--- config.mk ---
export PLATFORM = sky130hd
export DESIGN_NAME = traffic_signal_multi
export DESIGN_NICKNAME = d
export VERILOG_FILES = /design/src/rtl/traffic_pkg.sv /design/src/rtl/traffic_signal_multi_timer.sv /design/src/rtl/traffic_signal_multi.sv
export SDC_FILE = /design/constraint.sdc
export NUM_CORES = 1
export LEC_CHECK = 0
export CAP_MARGIN = 10
export CELL_PAD_IN_SITES_DETAIL_PLACEMENT = 1
export CELL_PAD_IN_SITES_GLOBAL_PLACEMENT = 1
export CORE_AREA = 4 4 70 56
export CTS_BUF_LIST = sky130_fd_sc_hd__clkbuf_4 sky130_fd_sc_hd__clkbuf_8
export DETAILED_ROUTE_END_ITERATION = 16
export DIE_AREA = 0 0 74 60
export GPL_ROUTABILITY_DRIVEN = 0
export GPL_TIMING_DRIVEN = 0
export PLACE_DENSITY = 0.89
export SKIP_LAST_GASP = 1
export SLEW_MARGIN = 20
export SYNTH_ARGS = -nofsm -noshare
export SYNTH_HDL_FRONTEND = slang
export SYNTH_SLANG_ARGS = --single-unit
--- constraint.sdc ---
create_clock -name clk -period 5.5 [get_ports clk]
set_clock_uncertainty 0.1 [all_clocks]
set_input_delay 1.1 -clock clk [delete_from_list [all_inputs] [get_ports clk]]
set_output_delay 1.1 -clock clk [all_outputs]
set_load 0.02 [all_outputs]
--- src/rtl/traffic_pkg.sv ---
// Shared lamp encodings, phase enum and the cyclic demand search
// used by the multi-way traffic signal controller.
package traffic_pkg;

  localparam logic [2:0] RED    = 3'b100;
  localparam logic [2:0] GREEN  = 3'b010;
  localparam logic [2:0] YELLOW = 3'b001;

  localparam int MAX_WAYS = 16;

  typedef enum logic [1:0] {
    PH_ALLRED = 2'd0,
    PH_GREEN  = 2'd1,
    PH_YELLOW = 2'd2
  } phase_e;

  // First waiting way after cur, wrapping, cur itself last;
  // falls back to cur+1 when nobody waits.
  function automatic logic [3:0] next_demand_idx(
    input logic [MAX_WAYS-1:0] dem,
    input logic [3:0]          cur,
    input int                  n
  );
    logic [3:0] res;
    logic       found;
    int         idx;
    idx   = (int'(cur) + 1) % n;
    res   = idx[3:0];
    found = 1'b0;
    for (int k = 1; k <= MAX_WAYS; k++) begin
      if (k <= n && !found) begin
        idx = (int'(cur) + k) % n;
        if (dem[idx[3:0]]) begin
          res   = idx[3:0];
          found = 1'b1;
        end
      end
    end
    return res;
  endfunction

endpackage

--- src/rtl/traffic_signal_multi_timer.sv ---
// Loadable phase down-counter advanced by the time-base strobe.
// expired flags the tick that finds the count already at zero.
module phase_timer #(
  parameter int               CNT_W = 8,
  parameter logic [CNT_W-1:0] INIT  = '0
) (
  input  logic             clk,
  input  logic             rst,
  input  logic             tick_en,
  input  logic             hold,
  input  logic             load,
  input  logic [CNT_W-1:0] load_val,
  output logic             expired
);

  logic [CNT_W-1:0] cnt;
  logic             adv;

  assign adv     = tick_en & ~hold;
  assign expired = adv & (cnt == '0);

  always_ff @(posedge clk) begin
    if (rst) begin
      cnt <= INIT;
    end else if (load) begin
      cnt <= load_val;
    end else if (adv && cnt != '0) begin
      cnt <= cnt - 1'b1;
    end
  end

endmodule

--- src/rtl/traffic_signal_multi.sv ---
// N-way round-robin signal controller, demand-skipping.
// Optional emergency preemption under EMERGENCY_PREEMPT_EN.
module traffic_signal_multi
  import traffic_pkg::*;
#(
  parameter int N_WAYS       = 4,
  parameter int CNT_W        = 8,
  parameter int GREEN_TICKS  = 20,
  parameter int YELLOW_TICKS = 4,
  parameter int ALLRED_TICKS = 2
) (
  input  logic                      clk,
  input  logic                      rst,
  input  logic                      tick_en,
  input  logic [N_WAYS-1:0]         demand,
  input  logic                      hold,
`ifdef EMERGENCY_PREEMPT_EN
  input  logic                      preempt,
  input  logic [$clog2(N_WAYS)-1:0] preempt_way,
`endif
  output logic [3*N_WAYS-1:0]       light,
  output logic [$clog2(N_WAYS)-1:0] active_way,
  output logic [1:0]                phase
);

  localparam int WAY_W = $clog2(N_WAYS);
  localparam logic [CNT_W-1:0] G_LD = CNT_W'(GREEN_TICKS - 1);
  localparam logic [CNT_W-1:0] Y_LD = CNT_W'(YELLOW_TICKS - 1);
  localparam logic [CNT_W-1:0] A_LD = CNT_W'(ALLRED_TICKS - 1);

  logic [1:0]          phase_q, phase_d;
  logic [WAY_W-1:0]    way_q, way_d;
  logic [WAY_W-1:0]    next_idx;
  logic [3*N_WAYS-1:0] light_q, light_d;
  logic [N_WAYS-1:0]   nonred;
  logic                load;
  logic [CNT_W-1:0]    load_val;
  logic                expired;
  logic                hold_eff;
  logic                pre_on;
  logic                pre_yel;
  logic                pre_frz;
  logic [WAY_W-1:0]    pre_way;

`ifdef EMERGENCY_PREEMPT_EN
  assign pre_on  = preempt;
  assign pre_way = preempt_way;
`else
  assign pre_on  = 1'b0;
  assign pre_way = '0;
`endif

  // Preempted green on another way is cut short; on the
  // preempt way it is held for as long as preempt stays up.
  assign pre_yel = pre_on && phase_q == PH_GREEN
                && way_q != pre_way;
  assign pre_frz = pre_on && phase_q == PH_GREEN
                && way_q == pre_way;
  assign hold_eff = hold | pre_frz;

  assign next_idx = WAY_W'(next_demand_idx(
    MAX_WAYS'(demand), 4'(way_q), N_WAYS));

  phase_timer #(
    .CNT_W (CNT_W),
    .INIT  (A_LD)
  ) u_timer (
    .clk      (clk),
    .rst      (rst),
    .tick_en  (tick_en),
    .hold     (hold_eff),
    .load     (load),
    .load_val (load_val),
    .expired  (expired)
  );

  always_ff @(posedge clk) begin
    if (rst) begin
      phase_q <= PH_ALLRED;
      way_q   <= WAY_W'(N_WAYS - 1);
      light_q <= {N_WAYS{RED}};
    end else begin
      phase_q <= phase_d;
      way_q   <= way_d;
      light_q <= light_d;
    end
  end

  always_comb begin
    phase_d  = phase_q;
    way_d    = way_q;
    load     = 1'b0;
    load_val = A_LD;
    unique case (phase_q)
      PH_GREEN: begin
        if (pre_yel || expired) begin
          phase_d  = PH_YELLOW;
          load     = 1'b1;
          load_val = Y_LD;
        end
      end
      PH_YELLOW: begin
        if (expired) begin
          phase_d  = PH_ALLRED;
          load     = 1'b1;
          load_val = A_LD;
        end
      end
      PH_ALLRED: begin
        if (expired) begin
          phase_d  = PH_GREEN;
          way_d    = pre_on ? pre_way : next_idx;
          load     = 1'b1;
          load_val = G_LD;
        end
      end
      default: begin
        phase_d  = PH_ALLRED;
        load     = 1'b1;
        load_val = A_LD;
      end
    endcase
  end

  // Lamps are decoded from the next state so they register
  // on the same edge as phase and active_way.
  always_comb begin
    light_d = {N_WAYS{RED}};
    for (int i = 0; i < N_WAYS; i++) begin
      if (way_d == WAY_W'(i)) begin
        if (phase_d == PH_GREEN) begin
          light_d[3*i +: 3] = GREEN;
        end else if (phase_d == PH_YELLOW) begin
          light_d[3*i +: 3] = YELLOW;
        end
      end
    end
  end

  always_comb begin
    nonred = '0;
    for (int i = 0; i < N_WAYS; i++) begin
      nonred[i] = light_q[3*i +: 3] != RED;
    end
  end

  assert property (@(posedge clk) disable iff (rst)
    $onehot0(nonred))
    else $fatal(1, "two approaches not red");

  assert property (@(posedge clk) disable iff (rst)
    (phase_q != PH_ALLRED) |-> $onehot(nonred))
    else $fatal(1, "no lit approach outside all-red");

  assign light      = light_q;
  assign active_way = way_q;
  assign phase      = phase_q;

endmodule

* Word-level counts from Yosys, hierarchy flattened
Index checks and enable logic that the tools add are counted.
Cells by class: add/subtract/negate cells 5, multiply operators 0, div/mod/pow operators 0, order comparisons 4, equality and inequality tests 7, shift operators 0, multiplexer cells 34, bitwise operators 11, reduce and logical (&&, ||, !) cells 15
Operator list (count):
- two-way mux 2 bit | 12
- < comparator 4 x 5 -> 1 bit, second input constant | 4
- two-way mux 8 bit | 2
- one-hot mux 8 bit (2 select lines) | 1
- OR reduction 2 bit | 8
- binary-select mux 1 bit (select 3 bit) | 4
- two-way mux 1 bit | 11
- equality test 2 bit, second input constant | 4
- logical NOT 8 bit | 1
- nonzero test 8 bit | 1
- subtractor 8 x 1 -> 8 bit, second input constant | 1
- equality test 2 x 1 -> 1 bit, second input constant | 3
- two-way mux 3 bit | 2
- one-hot mux 2 bit (3 select lines) | 1
- two-way mux 5 bit | 1
- NOT 1 bit | 5
- adder 2 x 1 -> 2 bit, second input constant | 2
- adder 2 bit, second input constant | 2
- bitwise AND 1 bit, first input constant | 4
- logical NOT 2 bit | 2
- OR reduction 3 bit | 1
- bitwise AND 1 bit | 2
- nonzero test 2 bit | 1
- logical AND 1 bit | 1
Storage, ports and cells: bits in registers 24, latch bits 0, memory bits (writable) 0, memory bits (read-only) 0, output and inout bits 16, word-level logic and storage cells 83, memories 0

* Logic depth before layout (Yosys ltp)
depth in word-level cells 16, mapped depth 11

* Modules after synthesis
Synthesis repeated with hierarchy kept, for this count alone.
Second synthesis, totals: cells, all modules 143, area total of the unflattened synthesis 1265.0 um2
Modules (own cells, without submodules):
- traffic_signal_multi | times used 1, cells an instance 77, area an instance 718.2 um2, seq. area each 320.3 um2
- phase_timer | times used 1, cells an instance 66, area an instance 546.8 um2, seq. area each 160.2 um2

* Worst setup path before layout
OpenSTA, ideal clock, no wires.
path kind input to register, from input port hold, to register light_q[11], in the netlist light[11], library setup time 0.115 ns, arrival time 2.784 ns, data required time 5.285 ns, path slack 2.500 ns, stages 8, path buffers 1, cells stage by stage and2b_1 > and3_2 > clkbuf_1 > xnor2_1 > or2_2 > ha_1 > nor3b_1 > a21bo_2
Between the ends: longest elaborated chain between the ends 8, elaborated cells on any way between the ends 16, those cells by class 3 x eq/ne; 8 x mux; 4 x bitwise; 1 x reduce/logical
Ends and longest elaborated chain:
- from (decl) | line traffic_signal_multi.sv:16 | input logic hold,
- NOT 1 bit * | line traffic_signal_multi_timer.sv:19 | assign adv = tick_en & ~hold;
- bitwise AND 1 bit * | line traffic_signal_multi_timer.sv:19
- bitwise AND 1 bit * | line traffic_signal_multi_timer.sv:20 | assign expired = adv & (cnt == '0);
- two-way mux 2 bit, on equally long branches | line traffic_signal_multi.sv:110, traffic_signal_multi.sv:96, traffic_signal_multi.sv:103
- one-hot mux 2 bit (3 select lines) or two-way mux 2 bit (tied branches) | line traffic_signal_multi.sv:94 | unique case (phase_q)
- equality test 2 bit, on equally long branches | line traffic_signal_multi.sv:133, traffic_signal_multi.sv:130
- two-way mux 3 bit or NOT 1 bit (tied branches)
- two-way mux 3 bit or OR reduction 2 bit (tied branches)
- to (signal assigned) | line traffic_signal_multi.sv:81 | light_q <= {N_WAYS{RED}};
- to (signal assigned) | line traffic_signal_multi.sv:85 | light_q <= light_d;
- to (decl) | line traffic_signal_multi.sv:34 | logic [3*N_WAYS-1:0] light_q, light_d;
Mark *: on every way between the ends. The rest lies on a longest branch, timed or not. A chain may end at the register's enable or synchronous reset.

* Worst setup path in the final report
Same ends and word-level chain as after synthesis.

==> flow_results.xml <==
<?xml version="1.0" encoding="UTF-8"?>
<metrics>
  <group name="run_status">
    <metric name="status" unit="">finished clean</metric>
  </group>
  <group name="routing">
    <metric name="drc" unit="">0</metric>
    <metric name="route.final.wire_length" unit="um">3360</metric>
    <metric name="routed_vias_inst" unit="">5.67</metric>
    <metric name="detailedRoute.firstPassIterationCount" unit="">4</metric>
    <metric name="vias" unit="">1203</metric>
    <metric name="routed_wire_length_per_instance" unit="um">15.8</metric>
    <metric name="drt-initial-drc-count" unit="">75</metric>
    <metric name="antenna_violating_nets_post_route" unit="">0</metric>
  </group>
  <group name="grt">
    <metric name="pin_count_of_the_biggest_net_entering_global_routing" unit="">13</metric>
    <metric name="first_global_vias" unit="">1196</metric>
    <metric name="gr-total-overflow" unit="">0</metric>
    <metric name="initial_antenna_violation_count" unit="">0</metric>
    <metric name="grt.total_usage" unit="%">16.4</metric>
    <metric name="wire_length_of_the_first_global_routing_pass" unit="um">5640</metric>
  </group>
  <group name="clock_network">
    <metric name="cts_root_buf" unit="">sky130_fd_sc_hd__clkbuf_8</metric>
    <metric name="cts_made_buffers" unit="">3</metric>
    <metric name="postCtsResizedCells" unit="">0</metric>
    <metric name="clkTransAtPathRegs" unit="ns">0.08</metric>
    <metric name="post_cts_setup_buffer_count" unit="">0</metric>
    <metric name="clock_latency" unit="ns">0.26</metric>
    <metric name="cts_tree" unit="">yes</metric>
    <metric name="clk_path_buf_depth" unit="">2</metric>
    <metric name="cts_max_level" unit="">1</metric>
    <metric name="cts_hold_buffers" unit="">0</metric>
    <metric name="clock_sink_count" unit="">24</metric>
  </group>
  <group name="finish">
    <metric name="filler_free_cell_count_of_the_finished_design" unit="">212</metric>
    <metric name="area_growth_syn_to_layout" unit="%">22.8</metric>
    <metric name="final.fill_count" unit="">385</metric>
    <metric name="nNetsFinal" unit="">186</metric>
    <metric name="diodes" unit="">0</metric>
    <metric name="share_of_layout_cells_above_drive_strength_1" unit="%">11.6</metric>
    <metric name="stdcell_area" unit="mm^2">0.00162</metric>
  </group>
  <group name="die">
    <metric name="floorplan.die.width" unit="um">74</metric>
    <metric name="design.core.area" unit="mm^2">0.00322</metric>
    <metric name="dieArea" unit="mm^2">0.00444</metric>
    <metric name="die_height" unit="um">60</metric>
    <metric name="initial_utilization" unit="%">41.0</metric>
    <metric name="rows" unit="">18</metric>
    <metric name="top_level_ports" unit="">24</metric>
  </group>
  <group name="logic_synthesis">
    <metric name="netlist_instances" unit="">148</metric>
    <metric name="synth.yosys.warnings" unit="">0</metric>
    <metric name="yosysMostFrequentCell" unit="">sky130_fd_sc_hd__dfxtp_1</metric>
    <metric name="synth_nets" unit="">160</metric>
    <metric name="ffs_w_async_s_r_synth" unit="%">0</metric>
    <metric name="leading_post_synthesis_cells_by_instance_count" unit="">sky130_fd_sc_hd__dfxtp_1 (24), sky130_fd_sc_hd__nor2_1 (16), sky130_fd_sc_hd__a21oi_1 (10)</metric>
    <metric name="area_share_of_the_largest_cell_type_after_synthesis" unit="%">36.4</metric>
    <metric name="netlist_top_cells_area" unit="">sky130_fd_sc_hd__dfxtp_1 (36%), sky130_fd_sc_hd__nor2_1 (4.5%), sky130_fd_sc_hd__xor2_1 (4.0%)</metric>
    <metric name="synth.ff_latch_count" unit="">24</metric>
    <metric name="synth_cell_type_count" unit="">47</metric>
    <metric name="synth.largest_area_cell" unit="">sky130_fd_sc_hd__dfxtp_1</metric>
    <metric name="synthFlopType" unit="">sky130_fd_sc_hd__dfxtp_1</metric>
    <metric name="synth_area" unit="mm^2">0.00132</metric>
    <metric name="ys_seq_area_share" unit="%">36.4</metric>
    <metric name="synthesis.area_per_instance" unit="um^2">8.92</metric>
    <metric name="edff_count_synth" unit="">0</metric>
  </group>
  <group name="place">
    <metric name="post-place-cells" unit="">209</metric>
    <metric name="detailed_place_hpwl" unit="um">2610</metric>
    <metric name="post_dp_cell_area" unit="mm^2">0.00158</metric>
    <metric name="port_buffers" unit="">21</metric>
  </group>
  <group name="power_and_ir_drop">
    <metric name="comb_power_share" unit="%">16.8</metric>
    <metric name="leakage" unit="nW">0.600</metric>
    <metric name="sequentialPowerShare" unit="%">53.1</metric>
    <metric name="p_sw" unit="mW">0.0908</metric>
    <metric name="intPower" unit="mW">0.253</metric>
    <metric name="vdd_ir_drop_max" unit="mV">0.154</metric>
    <metric name="swShare" unit="%">26.4</metric>
    <metric name="share_clk_of_total_power" unit="%">30.1</metric>
    <metric name="powerDensity" unit="mW/mm^2">212</metric>
  </group>
  <group name="timing">
    <metric name="final.min_clock_period" unit="ns">3.48</metric>
    <metric name="max_slew_margin" unit="%">68.1</metric>
    <metric name="setup_viol" unit="">0</metric>
    <metric name="rsz0062_at_grt" unit="">false</metric>
    <metric name="report.final.hold_viol_count" unit="">0</metric>
    <metric name="max_slew.worst_pin.slew" unit="ns">0.475</metric>
    <metric name="timing.final.crit_share" unit="%">63.3</metric>
    <metric name="fin_tns_setup" unit="ns">0</metric>
    <metric name="drv_slew" unit="">0</metric>
    <metric name="fmax" unit="MHz">287</metric>
  </group>
  <group name="critical_path">
    <metric name="critPathSlowestCell" unit="">sky130_fd_sc_hd__clkdlybuf4s50_1</metric>
    <metric name="cp-end-kind" unit="">flip-flop</metric>
    <metric name="cp_cell_sequence" unit="">clkdlybuf4s50_1, and2b_1, and3_2, clkbuf_1, xnor2_1, or2_2, ha_1, nor3b_1, a21bo_2</metric>
    <metric name="critPathMaxFanout" unit="">6</metric>
    <metric name="timing_worst_setup_path_type" unit="">in2reg</metric>
    <metric name="r2r_setup_slack" unit="ns">2.66</metric>
    <metric name="worstPathRequired" unit="ns">5.56</metric>
    <metric name="timing.critical_path.max_delay_family" unit="">simple AND/OR/NAND/NOR gates</metric>
    <metric name="worst_setup_path_start_kind" unit="">primary input</metric>
    <metric name="cp.arrival" unit="ns">3.55</metric>
    <metric name="cp_slowest_stage_delay" unit="ns">0.39</metric>
    <metric name="critical_path.n_buffers_inverters" unit="">2</metric>
  </group>
  <group name="hold_path">
    <metric name="min_path_type" unit="">reg2reg</metric>
  </group>
  <group name="run">
    <metric name="cap_viol_max_count" unit="">0</metric>
  </group>
</metrics>
metrics by stage:
step | setup slack, ns | hold slack (ns) | util [%] | power, mW
global placement | 1.88 | 0.439 | 49.1 | 0.240
floorplan | 2.50 | 0.403 | - | 0.225
CTS | 2.02 | 0.493 | 50.3 | 0.346
finish | 2.02 | 0.484 | 50.3 | 0.344
global route | 1.85 | 0.518 | 50.3 | 0.362
detailed placement | 1.74 | 0.470 | 49.1 | 0.243
power by group through the flow:
| stage | Clock (mW) | Combinational (mW) | Sequential, mW |
|---|---|---|---|
| floorplan | 0 | 0.0378 | 0.187 |
| global placement | 0 | 0.0535 | 0.186 |
| detailed placement | 0 | 0.0568 | 0.187 |
| CTS | 0.106 | 0.0574 | 0.182 |
| global route | 0.115 | 0.0636 | 0.183 |
| finish | 0.103 | 0.0578 | 0.182 |
cell type report:
cell class | instances | area, um^2 | area share (%)
Sequential cell | 24 | 480 | 29.6
Clock buffer | 3 | 41.3 | 2.55
Tap cell | 40 | 50.0 | 3.09
Inverter | 5 | 18.8 | 1.16
Buffer | 9 | 36.3 | 2.24
Timing Repair Buffer | 21 | 210 | 13.0
Multi-Input combinational cell | 110 | 785 | 48.4
kinds of logic after synthesis:
group                      Yosys count  share of synthesized area [%]
and+or+nand+nor                     58                           29.5
AOI/OAI and AO/OA                   39                           20.2
DFF                                 24                           36.4
buffers and inverters               14                           4.17
xor gates and xnor gates             9                           5.97
adders and majority gates            4                           3.79
cell usage in the layout, fill, tap and decap left out, types with 2 or more instances in the layout:
cell	count
sky130_fd_sc_hd__nand2b_1	2
sky130_fd_sc_hd__and3b_2	2
sky130_fd_sc_hd__or3b_2	2
sky130_fd_sc_hd__inv_1	5
sky130_fd_sc_hd__a21bo_2	2
sky130_fd_sc_hd__or2_2	2
sky130_fd_sc_hd__nor2_1	16
sky130_fd_sc_hd__buf_2	2
sky130_fd_sc_hd__o21bai_1	5
sky130_fd_sc_hd__o211ai_1	3
sky130_fd_sc_hd__xor2_1	6
sky130_fd_sc_hd__a21oi_1	10
sky130_fd_sc_hd__or3_1	4
sky130_fd_sc_hd__nand3b_1	4
sky130_fd_sc_hd__o21ai_0	8
sky130_fd_sc_hd__nor3b_1	5
sky130_fd_sc_hd__ha_1	4
sky130_fd_sc_hd__dfxtp_1	24
sky130_fd_sc_hd__nor2b_1	4
sky130_fd_sc_hd__xnor2_1	3
sky130_fd_sc_hd__clkbuf_8	3
sky130_fd_sc_hd__clkbuf_1	7
sky130_fd_sc_hd__clkdlybuf4s50_1	21
sky130_fd_sc_hd__nand2_1	3
state kept, by name, summed over array words and instances, names as in the netlist:
register / cells
active_way: 2
light: 12
u_timer.cnt: 8
phase: 2
per-layer routing:
layer  GRT usage (%)  share of wire (%)  vias up
li1                -                  -      572
met2            26.9                 45       31
met4            1.55               0.33        0
met3            4.37                4.4        2
met5               0                  0        -
met1            22.3                 50      598
worst register-to-register path, stage by stage (launching register included):
cell	delay, ns
sky130_fd_sc_hd__dfxtp_1	0.32
sky130_fd_sc_hd__inv_1	0.11
sky130_fd_sc_hd__ha_1	0.18
sky130_fd_sc_hd__nor4b_4	0.26
sky130_fd_sc_hd__and3_2	0.23
sky130_fd_sc_hd__clkbuf_1	0.22
sky130_fd_sc_hd__xnor2_1	0.10
sky130_fd_sc_hd__or2_2	0.32
sky130_fd_sc_hd__ha_1	0.34
sky130_fd_sc_hd__nor3b_1	0.30
sky130_fd_sc_hd__a21bo_2	0.27
final timing paths:
check | startpoint | endpoint | cells past startpoint
hold / removal | u_timer.cnt[1]$_SDFFE_PP0P_ | u_timer.cnt[1]$_SDFFE_PP0P_ | 2
setup reg to reg | u_timer.cnt[0]$_SDFFE_PP1P_ | light[11]$_SDFF_PP1_ | 10
setup / recovery | hold | light[11]$_SDFF_PP1_ | 9
hold reg to reg | u_timer.cnt[1]$_SDFFE_PP0P_ | u_timer.cnt[1]$_SDFFE_PP0P_ | 2
Power figures use the tool's default switching activity.
